### src/rtl/if_fetch_unit.sv
// Instruction-fetch producer for IF/ID: owns the PC, one outstanding imem request at a time.
// Optional IF_MISALIGN_TRAP_EN adds a sticky fetch_misaligned flag that blocks fetches from unaligned PCs.
module if_fetch_unit #(
  parameter logic [31:0] RESET_PC  = 32'h0000_0000,
  parameter logic [31:0] NOP_INSTR = 32'h0000_0013,
  parameter logic [31:0] PC_STEP   = 32'd4
) (
  input  logic        clk,
  input  logic        rst_n,
  input  logic        stall,
  input  logic        redirect_valid,
  input  logic [31:0] redirect_pc,
  output logic        imem_req_valid,
  input  logic        imem_req_ready,
  output logic [31:0] imem_addr,
  input  logic        imem_rsp_valid,
  input  logic [31:0] imem_rsp_data,
  output logic        if_valid,
  output logic [31:0] if_pc,
  output logic [31:0] if_instruction
`ifdef IF_MISALIGN_TRAP_EN
  ,
  output logic        fetch_misaligned
`endif
);

  typedef enum logic [1:0] {
    ST_REQ  = 2'd0,
    ST_WAIT = 2'd1,
    ST_OUT  = 2'd2
  } state_e;

  state_e      state_r;
  logic [31:0] pc_r;
  logic        kill_r;
  logic        if_valid_r;
  logic [31:0] if_pc_r;
  logic [31:0] if_instr_r;
  logic        pc_ok_s;
  logic        req_fire_s;

`ifdef IF_MISALIGN_TRAP_EN
  logic        misaligned_r;
  assign pc_ok_s          = (pc_r[1:0] == 2'b00);
  assign fetch_misaligned = misaligned_r;
`else
  assign pc_ok_s          = 1'b1;
`endif

  // Request is combinational on state so it drops the moment reset asserts.
  assign imem_req_valid = rst_n && (state_r == ST_REQ) && pc_ok_s;
  assign imem_addr      = pc_r;
  assign req_fire_s     = imem_req_valid && imem_req_ready;

  assign if_valid       = if_valid_r;
  assign if_pc          = if_pc_r;
  assign if_instruction = if_instr_r;

  // Fetch FSM, PC and the IF/ID-facing output registers.
  always_ff @(posedge clk or negedge rst_n) begin
    if (!rst_n) begin
      state_r      <= ST_REQ;
      pc_r         <= RESET_PC;
      kill_r       <= 1'b0;
      if_valid_r   <= 1'b0;
      if_pc_r      <= 32'h0000_0000;
      if_instr_r   <= NOP_INSTR;
`ifdef IF_MISALIGN_TRAP_EN
      misaligned_r <= 1'b0;
`endif
    end else if (redirect_valid) begin
      pc_r         <= redirect_pc;
      if_valid_r   <= 1'b0;
      if_instr_r   <= NOP_INSTR;
`ifdef IF_MISALIGN_TRAP_EN
      misaligned_r <= 1'b0;
`endif
      // An accepted or in-flight request belongs to the old path: mark it for dropping.
      case (state_r)
        ST_REQ: begin
          if (req_fire_s) begin
            state_r <= ST_WAIT;
            kill_r  <= 1'b1;
          end else begin
            state_r <= ST_REQ;
          end
        end
        ST_WAIT: begin
          if (imem_rsp_valid) begin
            state_r <= ST_REQ;
            kill_r  <= 1'b0;
          end else begin
            kill_r  <= 1'b1;
          end
        end
        ST_OUT: begin
          state_r <= ST_REQ;
        end
        default: begin
          state_r <= ST_REQ;
          kill_r  <= 1'b0;
        end
      endcase
    end else begin
      case (state_r)
        ST_REQ: begin
          if (req_fire_s) begin
            state_r <= ST_WAIT;
          end
`ifdef IF_MISALIGN_TRAP_EN
          if (!pc_ok_s) begin
            misaligned_r <= 1'b1;
          end
`endif
        end
        ST_WAIT: begin
          if (imem_rsp_valid) begin
            if (kill_r) begin
              kill_r  <= 1'b0;
              state_r <= ST_REQ;
            end else begin
              if_pc_r    <= pc_r;
              if_instr_r <= imem_rsp_data;
              if_valid_r <= 1'b1;
              pc_r       <= pc_r + PC_STEP;
              state_r    <= ST_OUT;
            end
          end
        end
        ST_OUT: begin
          if (!stall) begin
            if_valid_r <= 1'b0;
            if_instr_r <= NOP_INSTR;
            state_r    <= ST_REQ;
          end
        end
        default: begin
          state_r <= ST_REQ;
          kill_r  <= 1'b0;
        end
      endcase
    end
  end

endmodule

### config.mk
export PLATFORM = sky130hd
export DESIGN_NAME = if_fetch_unit
export DESIGN_NICKNAME = d
export VERILOG_FILES = /design/src/rtl/if_fetch_unit.sv
export SDC_FILE = /design/constraint.sdc
export NUM_CORES = 1
export LEC_CHECK = 0
export CAP_MARGIN = 20
export CORE_ASPECT_RATIO = 1.1
export CORE_MARGIN = 5
export CORE_UTILIZATION = 40
export CTS_CLUSTER_SIZE = 16
export DETAILED_ROUTE_END_ITERATION = 10
export GPL_TIMING_DRIVEN = 1
export HOLD_SLACK_MARGIN = 0.1
export PLACE_DENSITY = 0.77
export SYNTH_ARGS = -nofsm -noshare
export SYNTH_HDL_FRONTEND = slang
export SYNTH_SLANG_ARGS = --single-unit
### constraint.sdc
create_clock -name clk -period 2 [get_ports clk]
set_clock_uncertainty 0.15 [all_clocks]
set_input_delay 0.4 -clock clk [delete_from_list [all_inputs] [get_ports clk]]
set_output_delay 0.4 -clock clk [all_outputs]
set_load 0.05 [all_outputs]
======== Word-level counts from Yosys, hierarchy flattened ========
Cells that the tools add are included.
word-level totals
  latch bits .............................. 0
  flip-flop bits (word level) ............. 100
  memories ................................ 0
  memory bits (writable) .................. 0
  input bits .............................. 70
  bits in read-only memories .............. 0
cells by class
  shifts and indexed selects .............. 0
  multiply operators ...................... 0
  $lt $le $gt $ge ......................... 0
  mux-type cells .......................... 29
  bitwise gates (word level) .............. 2
  reductions and logical operators ........ 12
  equality and inequality tests ........... 11
  div/mod/pow operators ................... 0
  add/sub/neg operators ................... 1
operators with widths
  kind                                                    count
  two-way mux 32 bit                                      8
  case mux 32 bit (2 select lines)                        1
  adder 32 x 3 -> 32 bit (second input constant)          1
  inequality test 3 bit (second input constant)           5
  two-way mux 2 bit                                       6
  AND reduction 4 bit                                     3
  two-way mux 1 bit                                       9
  inequality test 2 bit (second input constant)           3
  case mux 2 bit (3 select lines)                         1
  AND reduction 3 bit                                     2
  case mux 1 bit (2 select lines)                         2
  case mux 2 bit (2 select lines)                         1
  nonzero test 2 bit                                      2
  case mux 1 bit (3 select lines)                         1
  nonzero test 3 bit                                      1
  equality test 2 x 1 -> 1 bit (second input constant)    1
  equality test 2 bit (second input constant)             1
  logical AND 1 bit                                       2
  zero test 2 bit                                         1
  inequality test 2 x 1 -> 1 bit (second input constant)  1
  NOT 1 bit                                               2
  OR reduction 2 bit                                      1

======== Longest topological paths before layout ========
  depth after elaboration ................. 6
  gate-level depth with buffers ........... 6
  mapped depth without buffers ............ 5

======== Worst setup path after synthesis ========
No wires, ideal clock.
  path kind ............................... register -> register
  from .................................... register pc_r[2], in the netlist imem_addr[2]
  to ...................................... register pc_r[18], in the netlist imem_addr[18]
  slack ................................... -0.399 ns
  arrival time ............................ 2.167 ns
  cell stages (with the launch flop) ...... 7
  period minus slack after synthesis ...... 2.399 ns
  library setup time ...................... 0.082 ns
  buffers on the path ..................... 1
  cell sequence ........................... dfrtp_1 -> ha_1 -> nand2_1 -> or3_1 -> clkbuf_1 -> or4_1 -> a31oi_1
on the way
  cells in the longest elaborated chain, start to end .. 5
RTL lines
  what                    RTL line  text
  start, declared         34        logic [31:0] pc_r;
  start signal, assigned  72        pc_r <= redirect_pc;
  start signal, assigned  125       pc_r <= pc_r + PC_STEP;
  adder 32 x 3 -> 32 bit  125
  two-way mux 32 bit      118       if (kill_r) begin
  two-way mux 32 bit      117       if (imem_rsp_valid) begin
  two-way mux 32 bit      105       case (state_r)
  two-way mux 32 bit      71        end else if (redirect_valid) begin
No other way between the ends. The select of a mux whose other input is x is not followed.
A chain may end at the register's enable or synchronous reset.

======== Worst setup path after layout ========
  from .................................... register state_r[1]
  to ...................................... register pc_r[31], in the netlist imem_addr[31]
on the way
  cells in the longest elaborated chain, start to end .. 3
RTL lines
  what                           RTL line  text
  start, declared                33        state_e state_r;
  start signal, assigned         62        state_r <= ST_REQ;
  start signal, assigned         82        state_r <= ST_WAIT;
  start signal, assigned         85        state_r <= ST_REQ;
  equality test 2 x 1 -> 1 bit   105
  nonzero test 2 bit (no line)   -
  AND reduction 3 bit (no line)  -
No other way between the ends.

==> results_dict.tcl <==
set metrics [dict create \
    ios 168 \
    met3_usage_pct 2.64 \
    rsz0062_at_grt "yes" \
    ys_seq_area_share_pct 56.9 \
    fmax_mhz 511 \
    cts_inserted_buffers 9 \
    dp.cells 783 \
    cp-end-kind "flop" \
    powerDensity_nw_per_um2 1110 \
    placed_cell_area_um2 6430 \
    die_h_um 120 \
    placementRows 40 \
    ys_warn_count 0 \
    power_leakage_nw 3.18 \
    worstPathArrival_ps 2070 \
    die_x_um 110 \
    global_route.peak_usage_layer "met2" \
    gp_congestion 0.844 \
    dr.pass1.iters 7 \
    root_buffer "clkbuf_16" \
    dp_hpwl_um 10200 \
    hold-worst-slack_ps 328 \
    grt_usage_pct 21.0 \
    cts_buffer_depth 2 \
    antenna_found_initial 0 \
    power_mw 7.61 \
    ir_drop_uv 763 \
    h-tree-depth 3 \
    drv_cap 0 \
    cp-start-kind "flop" \
    use_met2_pct 36.0 \
    hold_viol 0 \
    syn_area_per_cell_um2 9.83 \
    period_share_pct 97.9 \
    initial_utilization_pct 40.5 \
    worst_path_max_delay_cell "or4_4" \
    first_global_vias 4334 \
    drc 0 \
    syn_to_final_growth_pct 56.3 \
    clkSinkCount 100 \
    async_flop_share_pct 100 \
    clk_pin_slew_worst_paths_ps 70 \
    outcome "completed" \
    nNetsFinal 725 \
    slew_viol_final 0 \
    tightest_slew_ps 538 \
    grt-ovfl-total 0 \
    timing.final.crit_period_ps 1960 \
    setup_viol 0 \
    avgRoutedWirePerCell_um 17.6 \
    hold_path.class "reg -> reg" \
    cts_tree "done" \
    diodes 0 \
    synth_fp_nets 519 \
    grt_max_degree 101 \
    drt_iter0_drc 337 \
    path_max_fanout 6 \
    wl_um 14100 \
    required_ps 2110 \
    ys.flop_type "dfrtp_1" \
    cp_cell_sequence "nand4bb_4 > or4_4 > or4_1 > a31oi_1" \
    synth-edff-count 0 \
    fin_cells 806 \
    port_buffers 167 \
    final_area_um2 6880 \
    crit_path_max_incr_delay_ps 490 \
    syn-instance-count 448 \
    synth_cell_types 39 \
    slew_headroom_pct 64.1 \
    postRouteAntennaNets 0 \
    die_area_um2 13200 \
    drive_above_1_share_pct 31.9 \
    synth_seq_cells 100 \
    routed_via_density 5.31 \
    tns_ps 0 \
    use_met1_pct 27.0 \
    clk_latency_ps 350 \
    critPathKind "reg -> reg" \
    vias 4283 \
    netlist_area_um2 4400 \
    grt_pass1_wl_um 21900 \
    coreArea_um2 10900 \
]
[layout make-up]
cell class / count / area, um2
multi-input combinational: 311 / 1860
timing repair buffer: 221 / 1910
tap: 147 / 184
clock buffer: 9 / 225
inverter: 11 / 41.3
sequential: 100 / 2530
fill: 884 / 3980
clock inverter: 7 / 128
[through the flow]
| stage | setup slack, ps | utilization (%) |
|---|---|---|
| floorplan | -123 | - |
| global placement | -539 | 59.2 |
| detailed placement | -597 | 59.2 |
| CTS | 24.2 | 62.9 |
| global route | -45.4 | 63.3 |
| finish | 41.9 | 63.3 |
[cells by family after synthesis]
logic type / count (synthesis) / synth area share [%]
DFF: 100 / 56.9
and+or+nand+nor: 206 / 21.9
muxes: 3 / 0.739
AOI/OAI and AO/OA: 91 / 15.0
buffers and inverters: 38 / 3.30
adders and majority gates: 1 / 0.284
xor gates and xnor gates: 9 / 1.79
[metal layers]
| layer | wire, um | vias to the layer above |
|---|---|---|
| met5 | 0 | - |
| met3 | 774 | 16 |
| met4 | 175 | 0 |
| met1 | 5770 | 2107 |
| met2 | 7420 | 135 |
| li1 | - | 2025 |
[cells in the final DEF (no fill, tap or decap), types with 2 or more instances in the layout]
cell type,instances
dfrtp_1,76
and4_2,2
or3_1,6
o21ai_0,21
dfstp_2,3
nor3_1,5
dfrtp_2,20
buf_4,146
and3_1,3
a311o_1,3
and4_1,3
a22oi_1,2
nand2_1,111
or3_4,3
or4_1,12
clkdlybuf4s50_1,67
a22o_1,30
inv_1,11
clkbuf_16,9
o31ai_1,11
nor2_1,21
xor2_1,2
nand4_1,11
bufinv_16,3
o22a_1,3
nand2_2,2
a31oi_1,15
buf_12,6
xnor2_1,7
nor4_1,5
nand3_1,13
inv_6,2
mux2_2,2
[synth_stat cells, drive strengths merged, types with 5 or more instances]
library cell  count  share of area, %
o21ai            21               2.4
or4              13               2.2
nor4              5              0.71
inv              11              0.94
a22o             30               6.0
nor3              6              0.68
o31ai            11               1.9
clkbuf           26               2.2
a31oi            15               2.1
nand2           113               9.6
or3               8               1.1
xnor2             7               1.4
and4              5              0.99
nand3            15               1.7
nor2             22               1.9
nand4            11               1.6
dfrtp            97                55
[timing repair]
item | CTS | global route
cloned | 0 | 1
resized for setup | 3 | 7
endpoints found under the setup margin | 14 | 16
hold buffers | 1 | 0
pin swaps | 6 | 1
hold endpoints to repair | 97 | 0
buffers inserted | 3 | 2
[registers in the layout, indices dropped and copies added, names as in the netlist]
signal and cells:
if_instruction 32, if_pc 32, if_valid 1, imem_addr 32, kill_r 1, state_r 2
[worst max-delay path, delay by kind of cell, from the launching register on]
kind	cells	cell delay, ps
and+or+nand+nor	3	1180
AOI/OAI and AO/OA	1	150
DFF	1	390
[path summary, 6_finish.rpt]
path	startpoint	cells past startpoint	slack, ps	end
max	state_r[1]$_DFFE_PN0P_	4	40	imem_addr[31]$_DFFE_PN0P_
min	if_pc[20]$_DFFE_PN0P_	2	330	if_pc[20]$_DFFE_PN0P_
max reg2reg	state_r[1]$_DFFE_PN0P_	4	40	imem_addr[31]$_DFFE_PN0P_
min reg2reg	if_pc[20]$_DFFE_PN0P_	2	330	if_pc[20]$_DFFE_PN0P_
max in group asynchronous	rst_n	3	700	imem_addr[18]$_DFFE_PN0P_
min in group asynchronous	rst_n	3	560	if_pc[31]$_DFFE_PN0P_
[power by group]
| part | internal (mW) | switching [mW] |
|---|---|---|
| Sequential | 2.41 | 0.245 |
| Clock | 1.24 | 0.817 |
| Combinational | 0.917 | 1.98 |
(Power assumes the default switching activity.)
==> RTL change 1, RTL diff (config.mk and constraints unchanged) <==
Add a define of `IF_MISALIGN_TRAP_EN`.
--- a/src/rtl/if_fetch_unit.sv
+++ b/src/rtl/if_fetch_unit.sv
@@ -1,5 +1,7 @@
 // Instruction-fetch producer for IF/ID: owns the PC, one outstanding imem request at a time.
 // Optional IF_MISALIGN_TRAP_EN adds a sticky fetch_misaligned flag that blocks fetches from unaligned PCs.
+`define IF_MISALIGN_TRAP_EN
+
 module if_fetch_unit #(
   parameter logic [31:0] RESET_PC  = 32'h0000_0000,
   parameter logic [31:0] NOP_INSTR = 32'h0000_0013,
Behaviour (old outputs only; new: fetch_misaligned): not the same (a bounded check fails within 4 cycles, from zero or initial values and one cycle with rst_n low).
==> RTL change 1 against the unedited design <==
Area after synthesis is 0.74% higher; routed wire length down 4.3%; combinational power shrank 3%; non-clock buffer count grew 2; final area decreased by 0.27%; core utilization is 0.46 points lower; critical path depth unchanged; setup slack lost 0.020 ns; power decreased by 6.6%; sequential cell count up 1; critical endpoint is now imem_addr[27]; largest cell class unchanged; largest power group unchanged.
==> RTL change 1: results <==
export IMPL_synth_warnings=0
export IMPL_power_clock_w=0.00164
export IMPL_register_area_sq_mm=0.00256
export IMPL_synth_yosys_seq_area_share_pct=57.1
export IMPL_place_area_sq_mm=0.00646
export IMPL_status="finished, final reports clean"
export IMPL_max_vdd_ir_drop_uv=708
export IMPL_nNetsFinal=727
export IMPL_wl_per_cell_um=16.7
export IMPL_buffer_area_share_pct=28.2
export IMPL_areaGrowthSynthToFinish_pct=54.7
export IMPL_clk_latency_ns=0.34
export IMPL_n_antenna_cell=0
export IMPL_preCtsSetupSlack_ns=-0.523
export IMPL_cellLeakagePower_nw=3.17
export IMPL_dp_cells=788
export IMPL_cp_max_fo=5
export IMPL_use_met3_pct=6.83
export IMPL_synth_commonest_cells="nand2_1 (121), dfrtp_1 (98), a22o_1 (29)"
export IMPL_synthCells=451
export IMPL_num_fill_cells=923
export IMPL_grt_pass1_wl_mm=21.6
export IMPL_antenna_found_initial=0
export IMPL_drtIter0Drc=181
export IMPL_grt_max_degree=102
export IMPL_coreArea_sq_mm=0.0109
export IMPL_grt_met1_usage_pct=25.9
export IMPL_instances_no_fill=808
export IMPL_dr_pass1_iters=4
export IMPL_holdWs_ns=0.326
export IMPL_p_switching_w=0.00290
export IMPL_yosys_cell_types_count=40
export IMPL_cts_max_level=3
export IMPL_layout_drive_gt1_share_pct=32.7
export IMPL_critPathArrivalTime_ns=2.09
export IMPL_num_multi_input_gates=317
export IMPL_rrSetupSlack_ns=0.02
export IMPL_dpl_hpwl_mm=10.2
export IMPL_buffers=223
export IMPL_avgViaCountPerCell=5.26
export IMPL_grt_usage_pct=20.8
export IMPL_syn_nets=522
export IMPL_numCtsBuffers=9
export IMPL_clockBufferDepth=2
export IMPL_hold_class="reg2reg"
export IMPL_gp_congestion=0.858
export IMPL_clkCellAreaFrac_pct=4.09
export IMPL_synthTopCellsByArea="dfrtp_1 (55%), nand2_1 (10%), a22o_1 (5.7%)"
export IMPL_clkTransAtPathRegs_ns=0.07
export IMPL_ys_ff_latch=101
export IMPL_relSlewSlack_pct=65.3
export IMPL_use_met2_pct=34.1
export IMPL_port_buffers=168
export IMPL_total_power_w=0.00710
export IMPL_synth_ff_type="dfrtp_1"
export IMPL_nClkBuffers=11
export IMPL_n_all_inverters=4
export IMPL_post_route_period_util_pct=98.9
export IMPL_multiInputGateArea_sq_mm=0.00189
export IMPL_seq_power_share_pct=37.6
==> RTL change 1: cell count changes after synthesis, moves of 3 or more <==
cell and delta:
a21oi_1 +3, or4_1 +3, nor3_1 -3, and3_1 +4, clkbuf_1 -4, and4_1 -3
nor2_1 +5, a311o_1 -3, o21ai_0 -3, inv_1 -7, buf_2 +4, nand3_1 -4
nand2_1 +8
==> RTL change 1: worst max-delay path, cell delays in order (launching register included) <==
cell	delay [ns]
dfrtp_2	0.39
nand4_4	0.15
or4_4	0.58
or4_1	0.49
a31oi_1	0.14
==> RTL change 1: path summary, 6_finish.rpt <==
check	startpoint	end	cells past startpoint
max	imem_addr[17]	imem_addr[27]	4
min	if_pc[16]	if_pc[16]	2
max reg2reg	imem_addr[17]	imem_addr[27]	4
min reg2reg	if_pc[16]	if_pc[16]	2
max in group asynchronous	rst_n	imem_addr[22]	3
min in group asynchronous	rst_n	kill_r	3
==> RTL change 1: what timing repair did <==
| action | in CTS | in global routing |
|---|---|---|
| hold endpoints to repair | 98 | 0 |
| setup endpoints to repair | 16 | 11 |
| hold buffers | 1 | 0 |
| resized for setup | 3 | 12 |
| gates cloned | 0 | 0 |
| buffers inserted | 0 | 3 |
| pin swaps | 4 | 14 |
==> RTL change 1: logic make-up after synthesis <==
logic type / share of synthesized area, %
flip-flops: 57.1
adder cells (fa/ha/maj): 0.282
XOR/XNOR: 1.78
multiplexers: 0.734
AND/OR/NAND/NOR: 22.8
AO/OA/AOI/OAI: 14.3
buffers and inverters: 2.96
==> RTL change 1: layer usage <==
metal	part of all wire, %	vias up
met2	49	194
met3	8.9	22
li1	-	2017
met4	2.2	0
met5	0	-
met1	40	2021
==> RTL change 2, RTL diff (same settings) <==
Made on the original files. The 3 states of `state_e` get a one-hot encoding in 3 bits.
--- a/src/rtl/if_fetch_unit.sv
+++ b/src/rtl/if_fetch_unit.sv
@@ -24,10 +24,10 @@
 `endif
 );
 
-  typedef enum logic [1:0] {
-    ST_REQ  = 2'd0,
-    ST_WAIT = 2'd1,
-    ST_OUT  = 2'd2
+  typedef enum logic [2:0] {
+    ST_REQ  = 3'b001,
+    ST_WAIT = 3'b010,
+    ST_OUT  = 3'b100
   } state_e;
 
   state_e      state_r;
Formal check against the unedited RTL: same outputs for any inputs over 4 cycles, from zero or initial values and one cycle with rst_n low; so few cycles prove little.
==> RTL change 2 against the unedited design <==
The run now ends with setup timing left; critical endpoint is now imem_addr[30]; synthesized cell count decreased by 0.89%; final area increased by 7.9%; sequential cell count increased by 1; power increased by 6.2%; count of clock-buffer cells in the layout increased by 4; fmax decreased by 14%; setup slack got worse by 0.32 ns; routed wire length increased by 9.4%; area after synthesis increased by 0.65%; sequential power increased by 3%; non-clock buffer count increased by 25; largest cell class unchanged.
==> RTL change 2: results <==
export IMPL_grt_pass1_wl_mm=22.7
export IMPL_layout_drive_gt1_share_pct=37.3
export IMPL_cellLeakagePower_nw=3.58
export IMPL_dr_pass1_iters=5
export IMPL_syn_nets=515
export IMPL_timing_final_ws_setup_ns=-0.274
export IMPL_synth_commonest_cells="nand2_1 (132), dfrtp_1 (97), a22o_1 (29)"
export IMPL_drtIter0Drc=282
export IMPL_gp_congestion=0.827
export IMPL_grt_max_degree=61
export IMPL_cts_setup_buffers=13
export IMPL_violations="setup timing"
export IMPL_cp_slowest_stage_delay_ns=0.55
export IMPL_vias=4274
export IMPL_synth_top_area_share_pct=54.8
export IMPL_synth_xor_area_share_pct=5.73
export IMPL_nNetsFinal=747
export IMPL_synth_yosys_seq_area_share_pct=57.2
export IMPL_synth_adder_area_share_pct=0.282
export IMPL_yosys_cell_types_count=42
export IMPL_dpl_hpwl_mm=9.37
export IMPL_power_density_mw_per_mm2=1090
export IMPL_powerComb_w=0.00339
export IMPL_routed_wirelength_mm=15.5
export IMPL_place_area_sq_mm=0.00639
export IMPL_syn_area_per_cell_sq_um=9.98
export IMPL_register_area_sq_mm=0.00255
export IMPL_num_fill_cells=828
export IMPL_avgViaCountPerCell=5.16
export IMPL_grt_usage_pct=22.1
export IMPL_finalSetupViolCount=91
export IMPL_status="complete, but fails checks"
export IMPL_dp_cells=779
export IMPL_synthMuxAreaShare_pct=0.734
export IMPL_grt_pass1_vias=4366
export IMPL_hold_class="in2reg"
export IMPL_critPathArrivalTime_ns=2.34
export IMPL_synth_compound_area_share_pct=11.7
export IMPL_tns_ns=-10.40
export IMPL_powerSeq_w=0.00272
export IMPL_p_switching_w=0.00319
export IMPL_cts_resized=48
export IMPL_preCtsSetupSlack_ns=-0.611
export IMPL_holdWs_ns=0.276
[RTL change 2: metal layers]
| metal | track usage [%] | share of wire, % | up-vias |
|---|---|---|---|
| met5 | 0 | 0 | - |
| met4 | 8.31 | 2.2 | 0 |
| met3 | 5.07 | 7.2 | 26 |
| met2 | 37.5 | 51 | 179 |
| met1 | 27.2 | 39 | 2092 |
| li1 | - | - | 1977 |
[RTL change 2: layout make-up]
cell class                      instances  area share (%)
Clock buffer                           13            3.78
Clock inverter                          3           0.877
Inverter                                6           0.303
Multi-Input combinational cell        312            27.3
Sequential cell                       101            34.3
Tap cell                              147            2.48
Timing Repair Buffer                  246            31.0
[RTL change 2: worst paths after layout]
check | start | to | depth (start not counted)
setup / recovery | state_r[2] | imem_addr[30] | 6
hold / removal | redirect_valid | imem_addr[3] | 3
setup reg to reg | state_r[2] | imem_addr[30] | 6
hold reg to reg | if_pc[15] | if_pc[15] | 2
max in group asynchronous | rst_n | imem_addr[15] | 3
min in group asynchronous | rst_n | if_pc[7] | 3
